`src/rtl/adder_pkg.sv`:
```
// Shared definitions for the pipelined adder family: default geometry,
// operation encoding and the signed-overflow helper.
package adder_pkg;

    localparam int DEFAULT_WIDTH = 32;
    localparam int DEFAULT_CHUNK = 8;

    typedef enum logic {
        OP_ADD = 1'b0,
        OP_SUB = 1'b1
    } op_e;

    // Signed overflow of an adder: carry into the sign bit differs from carry out of it.
    function automatic logic signed_ovf(input logic c_msb, input logic c_out);
        return c_msb ^ c_out;
    endfunction

endpackage

```
`src/rtl/adder_chunk.sv`:
```
// Combinational CHUNK-bit ripple-carry slice. Besides the carry out it exposes
// the carry into its MSB so the top slice can report signed overflow.
module adder_chunk #(
    parameter int CHUNK = 8
) (
    input  logic [CHUNK-1:0] a,
    input  logic [CHUNK-1:0] b,
    input  logic             cin,
    output logic [CHUNK-1:0] sum,
    output logic             cout,
    output logic             cmsb
);

    logic [CHUNK:0] carry_s;

    // Ripple the carry bit by bit across the slice.
    always_comb begin
        carry_s    = {(CHUNK+1){1'b0}};
        sum        = {CHUNK{1'b0}};
        carry_s[0] = cin;
        for (int i = 0; i < CHUNK; i++) begin
            sum[i]       = a[i] ^ b[i] ^ carry_s[i];
            carry_s[i+1] = (a[i] & b[i]) | (carry_s[i] & (a[i] ^ b[i]));
        end
    end

    assign cout = carry_s[CHUNK];
    assign cmsb = carry_s[CHUNK-1];

endmodule

```
`src/rtl/pipelined_adder_n.sv`:
```
// Pipelined two's-complement adder/subtractor, one CHUNK-bit slice per stage.
// Optional signed-overflow output is enabled with `define ADDER_OVERFLOW_EN.
module pipelined_adder_n
    import adder_pkg::*;
#(
    parameter int WIDTH = DEFAULT_WIDTH,
    parameter int CHUNK = DEFAULT_CHUNK
) (
    input  logic             clk,
    input  logic             rst_n,
    input  logic             in_valid,
    output logic             in_ready,
    input  logic [WIDTH-1:0] a,
    input  logic [WIDTH-1:0] b,
    input  logic             carry_in,
    input  logic             sub,
    output logic             out_valid,
    input  logic             out_ready,
    output logic [WIDTH-1:0] sum,
    output logic             carry_out
`ifdef ADDER_OVERFLOW_EN
    ,
    output logic             overflow
`endif
);

    localparam int STAGES = WIDTH / CHUNK;

    logic             en_s;
    op_e              op_s;
    logic [WIDTH-1:0] b_eff_s;

    // A stalled result freezes the whole pipeline, bubbles included.
    assign en_s     = ~(out_valid & ~out_ready);
    assign in_ready = en_s;
    assign op_s     = op_e'(sub);
    assign b_eff_s  = (op_s == OP_SUB) ? ~b : b;

    genvar k;
    generate
        for (k = 0; k < STAGES; k++) begin : g_stage
            localparam int LO = k * CHUNK;
            localparam int HI = LO + CHUNK - 1;

            // word carries resolved sum bits below LO and still-unresolved A bits above.
            logic [WIDTH-1:0]  word_in_s;
            logic [WIDTH-1:LO] b_in_s;
            logic              cin_s;
            logic              vin_s;
            logic [CHUNK-1:0]  slice_sum_s;
            logic              cout_s;
            logic              cmsb_s;
            logic [WIDTH-1:0]  word_nxt_s;
            logic [WIDTH-1:0]  word_r;
            logic              carry_r;
            logic              valid_r;

            if (k == 0) begin : g_head
                assign word_in_s = a;
                assign b_in_s    = b_eff_s;
                assign cin_s     = carry_in;
                assign vin_s     = in_valid;
            end else begin : g_link
                assign word_in_s = g_stage[k-1].word_r;
                assign b_in_s    = g_fwd[k-1].b_hi_r;
                assign cin_s     = g_stage[k-1].carry_r;
                assign vin_s     = g_stage[k-1].valid_r;
            end

            adder_chunk #(
                .CHUNK (CHUNK)
            ) u_chunk (
                .a    (word_in_s[HI:LO]),
                .b    (b_in_s[HI:LO]),
                .cin  (cin_s),
                .sum  (slice_sum_s),
                .cout (cout_s),
                .cmsb (cmsb_s)
            );

            // Replace this stage's operand slice with its resolved sum slice.
            always_comb begin
                word_nxt_s        = word_in_s;
                word_nxt_s[HI:LO] = slice_sum_s;
            end

            // Stage register: resolved word, inter-stage carry and beat valid.
            always_ff @(posedge clk or negedge rst_n) begin
                if (!rst_n) begin
                    word_r  <= {WIDTH{1'b0}};
                    carry_r <= 1'b0;
                    valid_r <= 1'b0;
                end else if (en_s) begin
                    word_r  <= word_nxt_s;
                    carry_r <= cout_s;
                    valid_r <= vin_s;
                end
            end
        end

        for (k = 0; k < STAGES - 1; k++) begin : g_fwd
            logic [WIDTH-1:(k+1)*CHUNK] b_hi_r;

            // Forward the B' slices that later stages still need.
            always_ff @(posedge clk or negedge rst_n) begin
                if (!rst_n) begin
                    b_hi_r <= {(WIDTH-(k+1)*CHUNK){1'b0}};
                end else if (en_s) begin
                    b_hi_r <= g_stage[k].b_in_s[WIDTH-1:(k+1)*CHUNK];
                end
            end
        end
    endgenerate

    assign out_valid = g_stage[STAGES-1].valid_r;
    assign sum       = g_stage[STAGES-1].word_r;
    assign carry_out = g_stage[STAGES-1].carry_r;

`ifdef ADDER_OVERFLOW_EN
    logic overflow_r;

    // Overflow is taken from the top slice and registered beside sum.
    always_ff @(posedge clk or negedge rst_n) begin
        if (!rst_n) begin
            overflow_r <= 1'b0;
        end else if (en_s) begin
            overflow_r <= signed_ovf(g_stage[STAGES-1].cmsb_s, g_stage[STAGES-1].cout_s);
        end
    end

    assign overflow = overflow_r;
`endif

endmodule

```
`config.mk`:
```
export PLATFORM = sky130hd
export DESIGN_NAME = pipelined_adder_n
export DESIGN_NICKNAME = d
export VERILOG_FILES = /design/src/rtl/adder_pkg.sv /design/src/rtl/adder_chunk.sv /design/src/rtl/pipelined_adder_n.sv
export SDC_FILE = /design/constraint.sdc
export NUM_CORES = 1
export LEC_CHECK = 0
export CAP_MARGIN = 20
export CORE_MARGIN = 5
export CORE_UTILIZATION = 30
export CTS_CLUSTER_SIZE = 8
export DETAILED_ROUTE_END_ITERATION = 7
export PLACE_DENSITY_LB_ADDON = 0.1
export SLEW_MARGIN = 20
export SYNTH_ARGS = -nofsm -noshare
export SYNTH_HDL_FRONTEND = slang
export SYNTH_SLANG_ARGS = --single-unit
```
`constraint.sdc`:
```
create_clock -name clk -period 9.8 [get_ports clk]
set_clock_uncertainty 0.15 [all_clocks]
set_input_delay 1.47 -clock clk [delete_from_list [all_inputs] [get_ports clk]]
set_output_delay 1.47 -clock clk [all_outputs]
set_load 0.02 [all_outputs]
```
# == Yosys cells after proc, flatten, opt, wreduce, memory -nomap -nowiden ==
# Index checks and enable logic that the tools add are counted.
# totals
latchBits,0
ram_bits,0
mem_count,0
reg_bits,184
output_inout_bits,35
romBits,0
wordCells,180
# op_classes
n_bitwise,164
n_addsub,0
shift,0
n_reduce_logical,0
eq_ne,0
magnitude_cmp,0
mul,0
n_mux,1
div_mod_pow,0
# op_table
op,n
1-bit AND,65
1-bit bitwise XOR,64
32-bit two-way mux,1
32-bit inverter,1
1-bit bitwise OR,32
1-bit inverter,2

# == Depth between registers and ports, before layout ==
# Gate-level depths: netlist of run 1.
# logic_depth
word_depth,19
depth_mapped,15

# == Hierarchy ==
# From an unflattened synthesis of run 1, not the netlist that was laid out.
# hier_totals
cells_unflattened,498
hier_area_um2,8385.5
# by_module_without_submodules
mod,seq_area_each_um2,n_inst,cells_per_inst,area_per_inst_um2
pipelined_adder_n,4604.4,1,426,7594.8
adder_chunk,0.0,4,18,197.7

# == Worst setup path before layout of run 1 ==
# OpenSTA, ideal clock, no wires.
# synth_path
kind,input-to-reg
start,input port sub
end,register g_stage[0].word_r[7]
slack_ns,4.069
stages,15
t_arrival_ns,5.456
required_ns,9.525
setup_ns,0.125
n_path_buf,2
path_cell_list,clkbuf_1 > buf_2 > xnor2_1 > fa_1 > inv_1 > fa_1 > inv_1 > fa_1 > fa_1 > fa_1 > fa_1 > fa_1 > inv_1 > fa_1 > mux2_4
# synth_via
elab_chain_cells,17
elab_cells_between_ends,31
# synth_rtl
element,line,text
start: declaration,pipelined_adder_n.sv:16,"input logic sub,"
32-bit two-way mux (*),pipelined_adder_n.sv:37,assign b_eff_s = (op_s == OP_SUB) ? ~b : b;
1-bit bitwise XOR,adder_chunk.sv:23,carry_s[i+1] = (a[i] & b[i]) | (carry_s[i] & (a[i] ^ b[i]));
1-bit AND,adder_chunk.sv:23,
1-bit bitwise OR,adder_chunk.sv:23,
1-bit AND,adder_chunk.sv:23,
1-bit bitwise OR,adder_chunk.sv:23,
1-bit AND,adder_chunk.sv:23,
1-bit bitwise OR,adder_chunk.sv:23,
(+2 left out),-,
1-bit AND,adder_chunk.sv:23,
1-bit bitwise OR,adder_chunk.sv:23,
1-bit AND,adder_chunk.sv:23,
1-bit bitwise OR,adder_chunk.sv:23,
1-bit AND,adder_chunk.sv:23,
1-bit bitwise OR,adder_chunk.sv:23,
1-bit bitwise XOR (*),adder_chunk.sv:22,sum[i] = a[i] ^ b[i] ^ carry_s[i];
net g_stage[0].slice_sum_s[7],pipelined_adder_n.sv:50,logic [CHUNK-1:0] slice_sum_s;
end signal: assignment,pipelined_adder_n.sv:90,word_r <= {WIDTH{1'b0}};
end signal: assignment,pipelined_adder_n.sv:94,word_r <= word_nxt_s;
end: declaration,pipelined_adder_n.sv:54,logic [WIDTH-1:0] word_r;
# Mark *: on every way through the listed nets, which the timed path passes. The rest lies on a longest branch.
# A chain may end at the register's enable or synchronous reset.

# == Final worst setup path of run 1 ==
# Ends and elaborated chain as after synthesis.

==> results.md, run 1 <==
* Status: complete, no violations
* Critical Path Sink Type: flip-flop
* Number of global-route vias before repair at 4,887
* Clock sinks at 184
* Post-Synthesis Cells at 506
* Hold Vio Cnt, Final at 0
* Yosys reg bits at between 150 and 200
* Post-synth net total at 608
* CP most frequent cell: fa_1
* Synth top cells by count: dfrtp_1, mux2_4, mux2_2, fa_1, inv_1
* Unique masters post-synth at 17
* Peak VDD IR at roughly 0.14 mV
* Area taken by flip-flops and latches at 4600 µm²
* Routed vias at 4,133
* CP Data Arrival Time at 5.84 ns
* GRT Util Overall at a little over a tenth
* Starting density of the core at 30.2%
* RSZ-0062 raised after global routing: false
* Post-CTS sizing at 0
* Remaining antenna violation count after routing at 0
* Nets at 709
* Cell taking the most area after synthesis: dfrtp_1
* Violation count after the first detailed-route iteration at between 150 and 200
* Worst hold path class: reg -> reg
* Synth async-reset ratio at 100%
* Post-Place Cells at between 900 and 1,000
* EDFF count, synth at 0
* Post-DP HPWL at between 9000 and 10,000 µm
* Cell Chain, Critical Path: buf_2 -> buf_4 -> xnor2_1 -> fa_1 -> inv_1 -> fa_1 -> inv_1 -> fa_1 -> fa_1 -> fa_1 -> fa_1 -> fa_1 -> inv_1 -> fa_1 -> mux2_4
* Fmax at 176 MHz
* PwrDens at 315 nW/µm²
* I/O pins at 105
* Crit Path Max Fanout at 32
* Post-Layout Cell Count at 998
* Sum Neg Setup Slack at 0 ns
* Post-synthesis sequential area ratio at 55.3%
* H-tree lvl count at 4
* Synth warn at 0
* Most common cell in the synthesized netlist: dfrtp_1
* Setup WS post-layout at 4.12 ns
* GPL Wtd Cong at 0.680
* Row Count at 61
* Post-Syn Area per Cell at 16.5 µm²
* WP data required at 9.96 ns
* Final wirelength at 15,700 µm
* Port bufs at 104
* Vias per cell at 4.14
* Reg clk slew, reported paths at 0.07 ns
* Synth top area share at 55.3%
* Tmin final at 5.68 ns
* Clock latency on the worst-skew pair at roughly 0.42 ns
* Per-cell routed wire length at approximately 16 µm
* Hold-fix buffers, CTS at 0
* First-pass detailed-route iteration total at 4
* Filler cells at 2,684
* Final setup fails at 0
* Top post-synthesis cells by area: dfrtp_1, mux2_4, mux2_2, fa_1, xor2_1
* Initial antenna violation count at 0
* Full die area at 31,200 µm²
* Core footprint at roughly 28,000 µm²
* Top FF cell, synth: dfrtp_1
* Antenna cell count at 0
* Pin count of the biggest net entering global routing at ~130
* Global route overflow at 0
* Multi-input logic area at 3390 µm²
* Fin crit share at 57.9%
* CP max stage cell: buf_4
* Worst-Margin Slew at roughly 0.96 ns
* Static leakage at 0.00444 µW
* Slew HR at 35.8%
* DRC Markers at 0
* P&R area growth vs syn at 22.9%
* Crit path launch type: primary input
* Post-CTS Setup Repair Bufs at 0
* Max Buffers Root-to-Sink at 2
* Die W at 177 µm
* WS Path Type: in -> reg
* CTS root buf: clkbuf_16
* Max Cap Viol at 0
* Worst slack, placed at 3.58 ns
* Synthesized area at 8330 µm²
* Die H at 177 µm
* Share of cells above drive strength 1 at 33.1%
* Max stage delay on crit path at 0.52 ns
* Global-route wire length before repair at 26,200 µm
* CTS tree: built
* Clock buffer count from CTS at 17
* Final Slew Violations at 0
## worst paths after layout
path / from / end / slack [ns] / cells past startpoint
worst max-delay path: sub / g_stage[0].word_r[7] / 4.12 / 15
worst min-delay path: g_stage[2].valid_r / out_valid / 0.32 / 1
worst max register to register: g_fwd[0].b_hi_r[8] / g_stage[1].word_r[15] / 5.85 / 12
worst min register to register: g_stage[2].valid_r / out_valid / 0.32 / 1
max in group asynchronous: rst_n / g_stage[1].word_r[9] / 7.03 / 2
min in group asynchronous: rst_n / g_stage[0].word_r[27] / 0.94 / 1
## logic make-up after synthesis
logic type / after synthesis / share of synthesized area, %
AO/OA/AOI/OAI: 15 / 0.901
XOR/XNOR: 32 / 3.36
adder cells (fa/ha/maj): 32 / 7.69
buffers and inverters: 58 / 4.11
flip-flops: 184 / 55.3
multiplexers: 168 / 27.2
AND/OR/NAND/NOR: 17 / 1.50
## per-layer routing
metal  up-vias  GRT usage, %  share of wire [%]
met5         -             0                  0
met4         0          3.29                1.0
met3        12          2.44                3.5
met2        69          17.2                 48
met1      2154          14.2                 47
li1       1898             -                  -
## critical path, delay by kind of cell
| family | cells | cell delay [ns] |
|---|---|---|
| multiplexers | 1 | 0.27 |
| buffers and inverters | 5 | 0.82 |
| XOR/XNOR | 1 | 0.18 |
| adder cells (fa/ha/maj) | 8 | 3.09 |
## area by class of cell
type / instances / area share [%]
Clock inverter: 12 / 1.06
Tap cell: 378 / 4.62
Sequential cell: 184 / 45.0
Clock buffer: 20 / 4.46
Inverter: 32 / 1.17
Multi-Input combinational cell: 264 / 33.1
Timing Repair Buffer: 108 / 10.6
## flip-flops by register name, indices dropped and copies added, names as in the netlist
signal / flops
sum: 32
out_valid: 1
g_stage.carry_r: 3
g_stage.valid_r: 3
carry_out: 1
g_fwd.b_hi_r: 48
g_stage.word_r: 96
## power by group
part / internal (µW) / switching, µW
Combinational: 781 / 470
Clock: 347 / 314
Sequential: 1100 / 213
Total: 2230 / 997
## through the flow
| step | util, % | cell area (µm²) | power [µW] | hold slack (ns) |
|---|---|---|---|---|
| final | 37.1 | 10200 | 3230 | 0.322 |
| after detailed placement | 35.0 | 9670 | 2620 | 0.303 |
| after global routing | 37.1 | 10200 | 3470 | 0.364 |
| after floorplan | - | 8330 | 2230 | 0.285 |
| after CTS | 37.1 | 10200 | 3300 | 0.326 |
| after global placement | 35.0 | 9670 | 2590 | 0.305 |
## cell usage in the layout (no fill, tap or decap), drive strengths merged
cell / n
dfrtp: 184
mux2: 166
clkdlybuf4s50: 102
inv: 38
fa: 32
xor2: 24
clkbuf: 21
nor3b: 15
a21oi: 15
xnor2: 8
clkinvlp: 5
buf: 5
mux2i: 2
nor2b: 1
nand2b: 1
clkinv: 1
(Power assumes the default switching activity.)
==> run 2: changes to the inputs <==
==> constraint.sdc (replaced) <==
create_clock -name clk -period 5.45 [get_ports clk]
set_clock_uncertainty 0.15 [all_clocks]
set_input_delay 0.8175 -clock clk [delete_from_list [all_inputs] [get_ports clk]]
set_output_delay 0.8175 -clock clk [all_outputs]
set_load 0.02 [all_outputs]
==> results.md, run 2 (same netlist as run 1, synthesis figures left out) <==
* Status: complete, no violations
* Number of global-route vias before repair at 4,820
* Hold Vio Cnt, Final at 0
* CTS root buf: clkbuf_16
* PwrDens at ~580 nW/µm²
* Antenna cell count at 0
* Clock latency on the worst-skew pair at around 0.42 ns
* WP data required at between 5 and 6 ns
* Area taken by flip-flops and latches at 4600 µm²
* DRC Markers at 0
* Die H at about 180 µm
* Filler cells at 2,660
* Global route overflow at 0
* Final Slew Violations at 0
* Max reg flops at 96
* Sum Neg Setup Slack at 0 ns
* Fin crit share at 87.4%
* CP Data Arrival Time at 4.92 ns
* Port bufs at approximately 100
* Row Count at 61
* Clock sinks at 184
* Hold-fix buffers, CTS at 0
* Core footprint at 27,600 µm²
* First-pass detailed-route iteration total at 3
* Clock buffer count from CTS at 17
* Worst hold path class: in -> async
* Post-CTS Setup Repair Bufs at 0
* Slew HR at 36.7%
* RSZ-0062 raised after global routing: false
* Vias per cell at roughly 4.2
* GPL Wtd Cong at 0.678
* Nets at roughly 710
* Pin count of the biggest net entering global routing at 131
* Global-route wire length before repair at 26,100 µm
* Starting density of the core at 30.2%
* H-tree lvl count at 4
* Routed vias at 4,172
* Final wirelength at 15,700 µm
* Full die area at 31,200 µm²
* Post-CTS sizing at 0
* Share of cells above drive strength 1 at between 30% and 40%
* Die W at 177 µm
* Reg clk slew, reported paths at 0.07 ns
* I/O pins at 105
* CTS tree: built
* WS Path Type: in -> reg
* Hold slack at 0.314 ns
* Crit path launch type: primary input
* Tmin final at 4.76 ns
* Final setup fails at 0
* Placed Area at roughly 9700 µm²
* Final Cell Area at 10,300 µm²
* Most common cell after layout, fill and taps aside: dfrtp_1
* Max Buffers Root-to-Sink at 2
* Per-cell routed wire length at between 15 and 20 µm
* Initial antenna violation count at 1
* Static leakage at 0.00449 µW
* Max Cap Viol at 0
* Violation count after the first detailed-route iteration at 136
* Peak VDD IR at ~0.23 mV
* Crit Path Max Fanout at 1
* Fmax at 210 MHz
* Multi-input logic area at roughly 3400 µm²
* Most frequent cells in the layout: dfrtp_1, clkdlybuf4s50_1, mux2_4
* Post-DP HPWL at 9980 µm
* P&R area growth vs syn at 23.8%
* Worst-Margin Slew at about 0.95 ns
* GRT Util Overall at 10.6%
* Register with the highest flop count: g_stage.word_r
* Remaining antenna violation count after routing at 0
* Critical Path Sink Type: flip-flop
[run 2: cell types whose count changed in the layout (fill, tap and decap cells not counted)]
cell	before	now
clkinvlp_4	5	3
inv_6	2	4
clkbuf_8	3	1
bufinv_16	0	4
inv_8	4	1
buf_4	3	6
clkinv_4	1	0
[run 2: layout make-up]
class,instances,share of cell area (%)
flip-flops and latches,184,44.6
multi-input cells,264,32.9
repair buffers,111,10.7
well taps,378,4.59
clock buffers,18,4.16
clock inverters,12,1.83
inverters,32,1.16
[run 2: power by group]
part           switching (µW)  total, µW  internal, µW
registers                 370       2360          1990
logic                     860       2270          1410
clock network             546       1320           773
total                    1780       5950          4170
[run 2: path summary, 6_finish.rpt]
check	startpoint	endpoint	slack, ns	cells after the start
max	b[0]	g_stage[0].word_r[7]	0.69	14
min	rst_n	sum[27]	0.31	1
max reg2reg	g_fwd[0].b_hi_r[8]	g_stage[1].word_r[15]	1.47	12
min reg2reg	g_stage[2].valid_r	out_valid	0.32	1
max in group asynchronous	rst_n	g_stage[1].word_r[9]	3.61	2
min in group clk	g_stage[2].valid_r	out_valid	0.32	1
[run 2: through the flow]
step / utilization [%] / power, µW / setup slack [ns] / std cells
after floorplan: - / 4020 / 0.372 / 506
after global placement: 35.1 / 4660 / 0.285 / 969
after detailed placement: 35.1 / 4720 / 0.187 / 969
after CTS: 37.3 / 6090 / 0.660 / 999
after global routing: 37.3 / 6380 / 0.491 / 999
final: 37.3 / 5950 / 0.688 / 999
[run 2: worst max-delay path, cell delays in order]
cell and delay, ns:
clkdlybuf4s50_1 0.42, xnor2_1 0.14, fa_1 0.35, inv_1 0.08
fa_1 0.16, inv_1 0.05, fa_1 0.41, fa_1 0.44
fa_1 0.42, fa_1 0.43, fa_1 0.40, inv_1 0.08
fa_1 0.42, mux2_4 0.27
[run 2: per-layer routing]
metal  up-vias  track usage [%]  share of wire [%]
met2        65             17.4                 49
met5         -                0                  0
met4         0             3.19                1.5
li1       1912                -                  -
met1      2179             14.2                 47
met3        16             2.24                3.0
